[config.mk]
export PLATFORM = sky130hd
export DESIGN_NAME = cam_stim_driver_flat
export DESIGN_NICKNAME = d
export VERILOG_FILES = /design/src/rtl/cam_stim_driver_if.sv /design/src/rtl/cam_stim_driver.sv /design/src/flat_wrapper.sv
export SDC_FILE = /design/constraint.sdc
export NUM_CORES = 1
export LEC_CHECK = 0
export BUFFER_PORTS_ARGS = -buffer_cell sky130_fd_sc_hd__buf_2
export CORE_ASPECT_RATIO = 1.5
export CORE_MARGIN = 10
export CORE_UTILIZATION = 56
export CTS_BUF_LIST = sky130_fd_sc_hd__clkbuf_2 sky130_fd_sc_hd__clkbuf_4 sky130_fd_sc_hd__clkbuf_8
export DETAILED_ROUTE_END_ITERATION = 6
export PLACE_DENSITY = 0.82
export SETUP_SLACK_MARGIN = 0.15
export SYNTH_ARGS = -nofsm -noshare
export SYNTH_HDL_FRONTEND = slang
export SYNTH_SLANG_ARGS = --single-unit
[constraint.sdc]
create_clock -name clk -period 4.6 [get_ports clk]
set_input_delay 0.92 -clock clk [delete_from_list [all_inputs] [get_ports clk]]
set_output_delay 0.92 -clock clk [all_outputs]
set_load 0.005 [all_outputs]
[src/rtl/cam_stim_driver_if.sv]
// -----------------------------------------------------------------------------
// cam_stim_driver_if
//   Bundles every non-clock/reset signal of the CAM stimulus driver: the
//   transaction-load port, the start/busy/done control, the CAM request and
//   read-data wires, and the read-response port.
//
//   Modports
//     master : the driver itself (drives the CAM request, push_ready, busy,
//              done and the response port).
//     slave  : the environment (loads transactions, pulses start, plays the
//              CAM by returning val_o/valid_o, consumes responses).
//
//   Signal summary
//     push_valid/push_ready, push_rw_n, push_key, push_val, push_gap
//     start, busy, done
//     valid_i, rw_n, key, val_i   (CAM request, driver -> CAM)
//     val_o, valid_o              (CAM read data / hit, CAM -> driver)
//     rsp_valid, rsp_key, rsp_data, rsp_hit
//
//   Widths must match the parameters given to cam_stim_driver.
// -----------------------------------------------------------------------------
interface cam_stim_driver_if #(
  parameter int KEY_W = 16,
  parameter int VAL_W = 16,
  parameter int GAP_W = 4
);
  logic             push_valid;
  logic             push_ready;
  logic             push_rw_n;
  logic [KEY_W-1:0] push_key;
  logic [VAL_W-1:0] push_val;
  logic [GAP_W-1:0] push_gap;

  logic             start;
  logic             busy;
  logic             done;

  logic             valid_i;
  logic             rw_n;
  logic [KEY_W-1:0] key;
  logic [VAL_W-1:0] val_i;
  logic [VAL_W-1:0] val_o;
  logic             valid_o;

  logic             rsp_valid;
  logic [KEY_W-1:0] rsp_key;
  logic [VAL_W-1:0] rsp_data;
  logic             rsp_hit;

  modport master (
    input  push_valid, push_rw_n, push_key, push_val, push_gap, start,
           val_o, valid_o,
    output push_ready, busy, done, valid_i, rw_n, key, val_i,
           rsp_valid, rsp_key, rsp_data, rsp_hit
  );

  modport slave (
    output push_valid, push_rw_n, push_key, push_val, push_gap, start,
           val_o, valid_o,
    input  push_ready, busy, done, valid_i, rw_n, key, val_i,
           rsp_valid, rsp_key, rsp_data, rsp_hit
  );
endinterface

[src/rtl/cam_stim_driver.sv]
// -----------------------------------------------------------------------------
// cam_stim_driver
//   Initiator end of the CAM interface. A queue of read/write transactions is
//   loaded through the push port; a start pulse makes the block issue them in
//   order, one request cycle each, followed by the per-entry idle gap. Every
//   read's CAM result (latency 1) is returned on the response port.
//
//   Ports
//     clk        clock
//     rst        asynchronous reset, active-high
//     bus        cam_stim_driver_if.master (push port, start/busy/done,
//                CAM request/read data, response port)
//     timestamp  free-running cycle counter, only with CAM_DRV_TS_EN
//
//   Optional feature
//     CAM_DRV_TS_EN : when defined, adds parameter TS_W and the timestamp
//                     output (increments every clk, wraps, resets to 0).
//
//   Timing of one run (start sampled at the edge opening cycle s):
//     cycle s         first request on the CAM (busy rises)
//     after each request, gap idle cycles, then the next request
//     last request L with gap g: DRAIN at L+g+1, DONE at L+g+2 (done=1)
//     read at cycle t: CAM answers during t+1, response visible at t+2
// -----------------------------------------------------------------------------
module cam_stim_driver #(
  parameter int KEY_W = 16,
  parameter int VAL_W = 16,
  parameter int DEPTH = 8,
  parameter int GAP_W = 4
`ifdef CAM_DRV_TS_EN
  ,
  parameter int TS_W  = 32
`endif
) (
  input  logic              clk,
  input  logic              rst,
  cam_stim_driver_if.master bus
`ifdef CAM_DRV_TS_EN
  ,
  output logic [TS_W-1:0]   timestamp
`endif
);

  localparam int PTR_W = $clog2(DEPTH);

  typedef struct packed {
    logic             rw_n;
    logic [KEY_W-1:0] key;
    logic [VAL_W-1:0] val;
    logic [GAP_W-1:0] gap;
  } entry_t;

  typedef enum logic [2:0] {
    S_IDLE,
    S_ISSUE,
    S_GAP,
    S_DRAIN,
    S_DONE
  } state_t;

  // Queue storage and pointers
  entry_t           mem_q [DEPTH];
  logic [PTR_W-1:0] wr_ptr_q, rd_ptr_q;
  logic [PTR_W:0]   count_q, count_d;
  entry_t           head;

  // FSM and registered outputs
  state_t           state_q;
  logic [GAP_W-1:0] cur_gap_q;   // gap of the request currently on the bus
  logic [GAP_W-1:0] gap_cnt_q;
  logic             busy_q, busy_d;
  logic             done_q;
  logic             push_ready_q, push_ready_d;
  logic             valid_i_q, rw_n_q;
  logic [KEY_W-1:0] key_q;
  logic [VAL_W-1:0] val_i_q;

  // Read response pipeline: rd_pend_q marks the cycle the CAM drives val_o
  logic             rd_pend_q;
  logic [KEY_W-1:0] rd_pend_key_q;
  logic             rsp_valid_q, rsp_hit_q;
  logic [KEY_W-1:0] rsp_key_q;
  logic [VAL_W-1:0] rsp_data_q;

  logic             push_fire, pop_fire;

  assign head = mem_q[rd_ptr_q];

  // NOTE: every signal written here gets a default first so no latch is inferred.
  always_comb begin
    push_fire = bus.push_valid && push_ready_q;
    pop_fire  = 1'b0;
    busy_d    = busy_q;
    unique case (state_q)
      S_IDLE:  begin
        pop_fire = bus.start && (count_q != '0);
        if (bus.start) busy_d = 1'b1;
      end
      S_ISSUE: pop_fire = (cur_gap_q == '0) && (count_q != '0);
      S_GAP:   pop_fire = (gap_cnt_q == '0) && (count_q != '0);
      S_DONE:  busy_d = 1'b0;
      default: ;
    endcase
    count_d      = count_q + (PTR_W+1)'(push_fire) - (PTR_W+1)'(pop_fire);
    push_ready_d = !busy_d && (count_d != (PTR_W+1)'(DEPTH));
  end

  // NOTE: the queue storage has no reset; emptiness is defined by the
  // pointers and count, so stale entries are never observable.
  always_ff @(posedge clk) begin
    if (push_fire) begin
      mem_q[wr_ptr_q] <= '{rw_n: bus.push_rw_n, key: bus.push_key,
                           val: bus.push_val, gap: bus.push_gap};
    end
  end

  // NOTE: sequential state uses non-blocking assignments only, so every
  // register samples the pre-edge values regardless of statement order.
  always_ff @(posedge clk or posedge rst) begin
    if (rst) begin
      state_q       <= S_IDLE;
      wr_ptr_q      <= '0;
      rd_ptr_q      <= '0;
      count_q       <= '0;
      cur_gap_q     <= '0;
      gap_cnt_q     <= '0;
      busy_q        <= 1'b0;
      done_q        <= 1'b0;
      push_ready_q  <= 1'b1;
      valid_i_q     <= 1'b0;
      rw_n_q        <= 1'b0;
      key_q         <= '0;
      val_i_q       <= '0;
      rd_pend_q     <= 1'b0;
      rd_pend_key_q <= '0;
      rsp_valid_q   <= 1'b0;
      rsp_key_q     <= '0;
      rsp_data_q    <= '0;
      rsp_hit_q     <= 1'b0;
    end else begin
      count_q      <= count_d;
      busy_q       <= busy_d;
      push_ready_q <= push_ready_d;
      if (push_fire) wr_ptr_q <= wr_ptr_q + 1'b1;

      // Request bus idles at zero unless a pop below drives it
      valid_i_q <= 1'b0;
      rw_n_q    <= 1'b0;
      key_q     <= '0;
      val_i_q   <= '0;
      done_q    <= 1'b0;

      unique case (state_q)
        S_IDLE: begin
          if (bus.start && (count_q == '0)) begin
            state_q <= S_DONE;
            done_q  <= 1'b1;
          end
        end
        S_ISSUE: begin
          if (cur_gap_q != '0) begin
            state_q   <= S_GAP;
            gap_cnt_q <= cur_gap_q - GAP_W'(1);
          end else if (!pop_fire) begin
            state_q <= S_DRAIN;
          end
        end
        S_GAP: begin
          if (gap_cnt_q != '0) begin
            gap_cnt_q <= gap_cnt_q - GAP_W'(1);
          end else if (!pop_fire) begin
            state_q <= S_DRAIN;
          end
        end
        S_DRAIN: begin
          state_q <= S_DONE;
          done_q  <= 1'b1;
        end
        S_DONE:  state_q <= S_IDLE;
        default: state_q <= S_IDLE;
      endcase

      // Issuing the head overrides whatever transition the case chose
      if (pop_fire) begin
        state_q   <= S_ISSUE;
        rd_ptr_q  <= rd_ptr_q + 1'b1;
        cur_gap_q <= head.gap;
        valid_i_q <= 1'b1;
        rw_n_q    <= head.rw_n;
        key_q     <= head.key;
        val_i_q   <= head.rw_n ? '0 : head.val;
      end

      // CAM answers the cycle after the request; capture at the end of it
      rd_pend_q     <= valid_i_q && rw_n_q;
      rd_pend_key_q <= key_q;
      rsp_valid_q   <= rd_pend_q;
      if (rd_pend_q) begin
        rsp_key_q  <= rd_pend_key_q;
        rsp_data_q <= bus.val_o;
        rsp_hit_q  <= bus.valid_o;
      end
    end
  end

  assign bus.push_ready = push_ready_q;
  assign bus.busy       = busy_q;
  assign bus.done       = done_q;
  assign bus.valid_i    = valid_i_q;
  assign bus.rw_n       = rw_n_q;
  assign bus.key        = key_q;
  assign bus.val_i      = val_i_q;
  assign bus.rsp_valid  = rsp_valid_q;
  assign bus.rsp_key    = rsp_key_q;
  assign bus.rsp_data   = rsp_data_q;
  assign bus.rsp_hit    = rsp_hit_q;

`ifdef CAM_DRV_TS_EN
  logic [TS_W-1:0] ts_q;

  always_ff @(posedge clk or posedge rst) begin
    if (rst) ts_q <= '0;
    else     ts_q <= ts_q + 1'b1;
  end

  assign timestamp = ts_q;
`endif

endmodule
[src/flat_wrapper.sv]
// flat-port wrapper written by rule: the top's interface ports become plain ports
module cam_stim_driver_flat 
#(
  parameter int KEY_W = 16,
  parameter int VAL_W = 16,
  parameter int DEPTH = 8,
  parameter int GAP_W = 4

)
  (clk, rst, bus_push_valid, bus_push_rw_n, bus_push_key, bus_push_val, bus_push_gap, bus_start, bus_val_o, bus_valid_o, bus_push_ready, bus_busy, bus_done, bus_valid_i, bus_rw_n, bus_key, bus_val_i, bus_rsp_valid, bus_rsp_key, bus_rsp_data, bus_rsp_hit);
  cam_stim_driver_if #(.KEY_W(KEY_W), .VAL_W(VAL_W), .GAP_W(GAP_W)) bus_i ();
  input  logic clk;
  input  logic rst;
  input wire logic [$bits(bus_i.push_valid)-1:0] bus_push_valid;
  input wire logic [$bits(bus_i.push_rw_n)-1:0] bus_push_rw_n;
  input wire logic [$bits(bus_i.push_key)-1:0] bus_push_key;
  input wire logic [$bits(bus_i.push_val)-1:0] bus_push_val;
  input wire logic [$bits(bus_i.push_gap)-1:0] bus_push_gap;
  input wire logic [$bits(bus_i.start)-1:0] bus_start;
  input wire logic [$bits(bus_i.val_o)-1:0] bus_val_o;
  input wire logic [$bits(bus_i.valid_o)-1:0] bus_valid_o;
  output wire logic [$bits(bus_i.push_ready)-1:0] bus_push_ready;
  output wire logic [$bits(bus_i.busy)-1:0] bus_busy;
  output wire logic [$bits(bus_i.done)-1:0] bus_done;
  output wire logic [$bits(bus_i.valid_i)-1:0] bus_valid_i;
  output wire logic [$bits(bus_i.rw_n)-1:0] bus_rw_n;
  output wire logic [$bits(bus_i.key)-1:0] bus_key;
  output wire logic [$bits(bus_i.val_i)-1:0] bus_val_i;
  output wire logic [$bits(bus_i.rsp_valid)-1:0] bus_rsp_valid;
  output wire logic [$bits(bus_i.rsp_key)-1:0] bus_rsp_key;
  output wire logic [$bits(bus_i.rsp_data)-1:0] bus_rsp_data;
  output wire logic [$bits(bus_i.rsp_hit)-1:0] bus_rsp_hit;
  assign bus_i.push_valid = bus_push_valid;
  assign bus_i.push_rw_n = bus_push_rw_n;
  assign bus_i.push_key = bus_push_key;
  assign bus_i.push_val = bus_push_val;
  assign bus_i.push_gap = bus_push_gap;
  assign bus_i.start = bus_start;
  assign bus_i.val_o = bus_val_o;
  assign bus_i.valid_o = bus_valid_o;
  assign bus_push_ready = bus_i.push_ready;
  assign bus_busy = bus_i.busy;
  assign bus_done = bus_i.done;
  assign bus_valid_i = bus_i.valid_i;
  assign bus_rw_n = bus_i.rw_n;
  assign bus_key = bus_i.key;
  assign bus_val_i = bus_i.val_i;
  assign bus_rsp_valid = bus_i.rsp_valid;
  assign bus_rsp_key = bus_i.rsp_key;
  assign bus_rsp_data = bus_i.rsp_data;
  assign bus_rsp_hit = bus_i.rsp_hit;
  cam_stim_driver #(.KEY_W(KEY_W), .VAL_W(VAL_W), .DEPTH(DEPTH), .GAP_W(GAP_W)) u_core (.clk(clk), .rst(rst), .bus(bus_i));
endmodule
Word-level counts from Yosys, hierarchy flattened
Memory sizes are Yosys's and may differ from the RTL's. Index checks and enable logic that the tools add are counted.

Register bits: 109. RAM bits: 296. Input bits: 58. Output and inout port bits: 71. Logic and storage cells: 73. Memories: 1.

Memories: u_core.mem_q (depth 8, width 37, read ports 1, clocked after memory_dff 0, write ports 1, RTL line cam_stim_driver.sv:62) `entry_t mem_q [DEPTH];`.

Add/subtract/negate cells: 6. Eq/ne operators: 9. Multiplexer cells: 20. Reductions and logical operators: 18.

Operators by type and width (number): 2-to-1 mux 16 bit (3); zero test 4 bit (3); case mux 3 bit (4 select lines) (1); nonzero test 4 bit (3); 2-to-1 mux 3 bit (3); 2-to-1 mux 4 bit (2); case mux 4 bit (2 select lines) (1); subtractor 4 x 1 -> 4 bit (second input constant) (2); logical AND 1 bit (7); 2-to-1 mux 1 bit (7); adder 3 x 1 -> 3 bit (second input constant) (2); equality test 3 x 2 -> 1 bit (second input constant) (2); adder 4 x 1 -> 4 bit (1); inequality test 2 x 1 -> 1 bit (second input constant) (2); inequality test 4 bit (second input constant) (1); case mux 1 bit (2 select lines) (2); subtractor 4 x 1 -> 4 bit (1); equality test 3 x 1 -> 1 bit (second input constant) (1); equality test 3 bit (second input constant) (1); zero test 3 bit (1); inequality test 3 x 1 -> 1 bit (second input constant) (1); inequality test 3 x 2 -> 1 bit (second input constant) (1); case mux 1 bit (3 select lines) (1); AND reduction 3 bit (1); other kinds (3) (3).

Logic depth before layout (Yosys ltp)
Depth in word-level cells: 6. Depth in mapped cells: 15. Depth with buffers taken out: 14.

Least setup slack after synthesis
No wires, ideal clock.

Path type: in2reg. Start: input port bus_push_valid. End: memory u_core.mem_q[0][0] (netlist bit), enable pin. Library setup time: 0.524 ns. Arrival: 4.613 ns. Required time: 4.076 ns. Path slack: -0.537 ns. Cell stages on the path: 2. Path buffers: 0. Path through: nand2_1 -> nor4_1.

Cells in the longest elaborated chain, start to end: 3.

RTL lines: start, declared (RTL line flat_wrapper.sv:14) `input wire logic [$bits(bus_i.push_valid)-1:0] bus_push_valid;`; logical AND 1 bit (RTL line cam_stim_driver.sv:91) `push_fire = bus.push_valid && push_ready_q;`; 2-to-1 mux 1 bit (RTL line cam_stim_driver.sv:111) `if (push_fire) begin`; 2-to-1 mux 1 bit (implied by the code) (RTL line cam_stim_driver.sv:112) `mem_q[wr_ptr_q] <= '{rw_n: bus.push_rw_n, key: bus.push_key,`; end, declared (RTL line cam_stim_driver.sv:62).

Every way passes these cells.

Worst setup path in the final report
Start: register u_core.state_q[0]. End: register u_core.push_ready_q (netlist: u_core.bus.push_ready).

Cells in the longest elaborated chain, start to end: 5. Elaborated cells on any way between the ends: 10. Those cells by class: add/sub (1); eq/ne (4); mux (2); reduce/logical (3).

RTL lines: start, declared (RTL line cam_stim_driver.sv:68) `state_t state_q;`; start signal, assigned (RTL line cam_stim_driver.sv:121) `state_q <= S_IDLE;`; start signal, assigned (RTL line cam_stim_driver.sv:156) `state_q <= S_DONE;`; start signal, assigned (RTL line cam_stim_driver.sv:162) `state_q <= S_GAP;`; equality test 3 x 2 -> 1 bit (tied with other cells) (RTL line cam_stim_driver.sv:94) `unique case (state_q)`; case mux 1 bit (3 select lines) * (RTL line cam_stim_driver.sv:94); named net u_core.pop_fire (RTL line cam_stim_driver.sv:85) `logic push_fire, pop_fire;`; subtractor 4 x 1 -> 4 bit * (RTL line cam_stim_driver.sv:104) `count_d = count_q + (PTR_W+1)'(push_fire) - (PTR_W+1)'(pop_fire);`; named net u_core.count_d[1] (RTL line cam_stim_driver.sv:64) `logic [PTR_W:0] count_q, count_d;`; inequality test 4 bit * (RTL line cam_stim_driver.sv:105) `push_ready_d = !busy_d && (count_d != (PTR_W+1)'(DEPTH));`; logical AND 1 bit * (RTL line cam_stim_driver.sv:105); named net u_core.push_ready_d (RTL line cam_stim_driver.sv:73) `logic push_ready_q, push_ready_d;`; end signal, assigned (RTL line cam_stim_driver.sv:143) `push_ready_q <= push_ready_d;`; end, declared (RTL line cam_stim_driver.sv:73).

Mark *: on every way through the listed nets, which the timed path passes. The rest lies on a longest branch. A chain may end at the register's enable or synchronous reset.

==> results.yml <==
die:
  fp.dieArea_sq_um: 33900
  core-area_sq_um: 26500
  die_w_um: 154
  die_h_um: 221
  io_pins: 129
  initial_core_util_pct: 56.8
  rows: 73
synth:
  ys_types: 41
  syn_avg_cell_area_sq_um: 21.3
  netlist_instances: 705
  syn_area_sq_um: 15000
  syn_nets: 772
  yosys_register_bits: 405
  async_flop_share_pct: 26.9
  yosysWarningCount: 0
  seq_area_frac_synth_pct: 77.2
  ys_dominant_reg_cell: "edfxtp_1"
  synth-edff-count: 296
setup_path:
  startpoint_type: "flop"
  crit_fanout: 25
  critPathRequiredTime_ns: 5.11
  critPathKind: "flop to flop"
  crit_arrival_ns: 4.02
  ff2ff_path_depth: 12
  endpoint_kind: "flop"
route:
  wl_met1_mm: 10.4
  routed-wl-met3_mm: 1.80
  vias_per_cell: 5.61
  num_vias: 7058
  drt_pass1_iterations: 4
  routed.top_layer: "met5"
  wl_met2_mm: 14.4
  ant_nets: 0
  wl_per_cell_um: 21.7
  drt_iter0_markers: 484
  wl_mm: 27.3
  drc: 0
run:
  cap_viol_max_count: 0
timing:
  maxSlewViolCount: 0
  holdWs_ns: 0.370
  finalClockSkew_ns: 0.0310
  relSlewSlack_pct: 41.1
  rsz0062_at_grt: "no"
  setup_tns_ns: 0
  fmax_mhz: 285
  fin_ws_ns: 1.09
  tightest_slew_ns: 0.884
  fin_crit_sh_pct: 76.3
  finalSetupViolations: 0
  finalHoldViolCount: 0
  layout_min_cycle_time_ns: 3.51
power:
  seqPwrFrac_pct: 46.9
  power_switching_mw: 2.96
  power.total_mw: 10.4
  p_int_mw: 7.45
  p_clk_share_pct: 27.0
  swShare_pct: 28.4
  peakVddDrop_mv: 0.337
  power_density_nw_per_um2: 603
  p_comb_share_pct: 26.1
  leakage_nw: 6.51
global_route:
  grt_pass1_wl_mm: 43.1
  grt_overflow: 0
  track_usage_pct: 16.2
  grt_start_max_net_pins: 68
  grt_pass1_vias: 7725
  antenna_found_initial: 6
clocking:
  root_buffer: "clkbuf_8"
  tritoncts: "built"
  post_cts_buffers: 0
  cts_buffers: 53
  htree_num_levels: 2
  cts_sinks: 405
  postCtsHoldBufs: 0
  clkTransAtPathRegs_ns: 0.06
  cts_max_path_buffers: 3
  cts_resized: 0
  worstSkewPairLatency_ns: 0.59
placed_design:
  dpl.hpwl_mm: 16.0
  pre_cts_ws_ns: 1.04
  io_buffers: 128
  gp_congestion: 0.730
  placed_area_sq_um: 16100
  placed_cells: 1155
cells_and_area:
  drive_above_1_share_pct: 40.6
  fin_nets: 940
  utilization_pct: 65.2
  area_growth_syn_to_layout_pct: 14.9
  fin_area_sq_um: 17300
  stdcell_count: 1257
status:
  status: "complete, no violations"
min_path:
  hold_depth: 0
  hold_class: "flop to flop"
## state kept, by name, summed over array words and instances, names as in the netlist, 3 cells and up
name	cells
u_core.mem_q	296
u_core.bus.key	16
u_core.bus.rsp_data	16
u_core.bus.rsp_key	16
u_core.bus.val_i	16
u_core.rd_pend_key_q	16
u_core.count_q	4
u_core.cur_gap_q	4
u_core.gap_cnt_q	4
u_core.rd_ptr_q	3
u_core.state_q	3
u_core.wr_ptr_q	3
## cell type report
cell class	instances	area, sq um
Sequential cell	405	11600
Inverter	12	47.5
Tap cell	337	422
Fill cell	1718	9210
Clock buffer	82	991
Timing Repair Buffer	143	753
Antenna cell	2	5.00
Clock inverter	18	184
Multi-Input combinational cell	258	3250
## synth_stat cells, types with 3 or more instances
| cell | instances | area [sq um] |
|---|---|---|
| mux2_2 | 44 | 495 |
| edfxtp_1 | 296 | 8890 |
| clkbuf_1 | 5 | 18.8 |
| buf_4 | 6 | 45.0 |
| nor3_1 | 8 | 40.0 |
| a21oi_1 | 9 | 45.0 |
| ha_1 | 8 | 100 |
| inv_1 | 12 | 45.0 |
| nor2_1 | 39 | 146 |
| nand2_1 | 7 | 26.3 |
| mux4_2 | 74 | 1670 |
| buf_1 | 3 | 11.3 |
| buf_6 | 5 | 56.3 |
| mux2i_1 | 36 | 360 |
| xnor2_1 | 6 | 52.6 |
| dfrtp_1 | 108 | 2700 |
| buf_2 | 11 | 55.1 |
## critical path, cell delays in order (launching register included)
cell and delay [ns]:
dfrtp_1 0.47, xnor2_1 0.20, or2_0 0.38, o21ai_4 0.75, inv_1 0.16, ha_1 0.34
inv_1 0.06, ha_1 0.16, inv_1 0.06, fa_1 0.50, inv_1 0.05, nor3_1 0.22
a21oi_1 0.10
## kinds of logic after synthesis
group	count (synthesis)	share of synthesized area (%)
xor+xnor	8	0.466
fa+ha+maj	9	0.799
compound gates	22	1.12
mux	154	16.8
simple gates	65	2.05
flops	405	77.2
buf+inv	42	1.54
## final timing paths
path | from | endpoint | slack [ns]
worst min-delay path | u_core.bus.key[10] | u_core.rd_pend_key_q[10] | 0.37
max in group asynchronous | rst | u_core.rd_pend_key_q[11] | 3.19
worst max-delay path | u_core.state_q[0] | u_core.bus.push_ready | 1.09
min in group asynchronous | rst | u_core.rd_ptr_q[2] | 0.53
worst max register to register | u_core.state_q[0] | u_core.bus.push_ready | 1.09
worst min register to register | u_core.bus.key[10] | u_core.rd_pend_key_q[10] | 0.37
## layer usage
| metal | vias up | GRT usage, % |
|---|---|---|
| li1 | 3137 | - |
| met1 | 3636 | 19.1 |
| met2 | 232 | 28.7 |
| met3 | 49 | 3.85 |
| met4 | 4 | 5.59 |
| met5 | - | 0 |
## power by group through the flow
stage / combinational, mW / clock [mW] / sequential [mW]
6_report: 2.71 / 2.82 / 4.88
5_1_grt: 2.98 / 3.05 / 4.96
4_1_cts: 2.77 / 2.89 / 4.90
3_5_place_dp: 2.76 / 0 / 4.97
3_3_place_gp: 2.69 / 0 / 4.94
2_1_floorplan: 2.20 / 0 / 4.73
## layout by cell type (no fill, tap or decap), drive strengths merged, types with 2 or more instances in the layout
master  count
nor4        2
clkinv     13
xor2        2
o21ai       2
xnor2       6
edfxtp    296
nand2       7
buf       143
nand2b      2
nor3        8
nor2       39
mux4       74
a211oi      2
a21oi       9
bufinv      4
dfrtp     108
inv        12
mux2       44
mux2i      36
ha          8
diode       2
clkbuf     82
(Power assumes the default switching activity.)
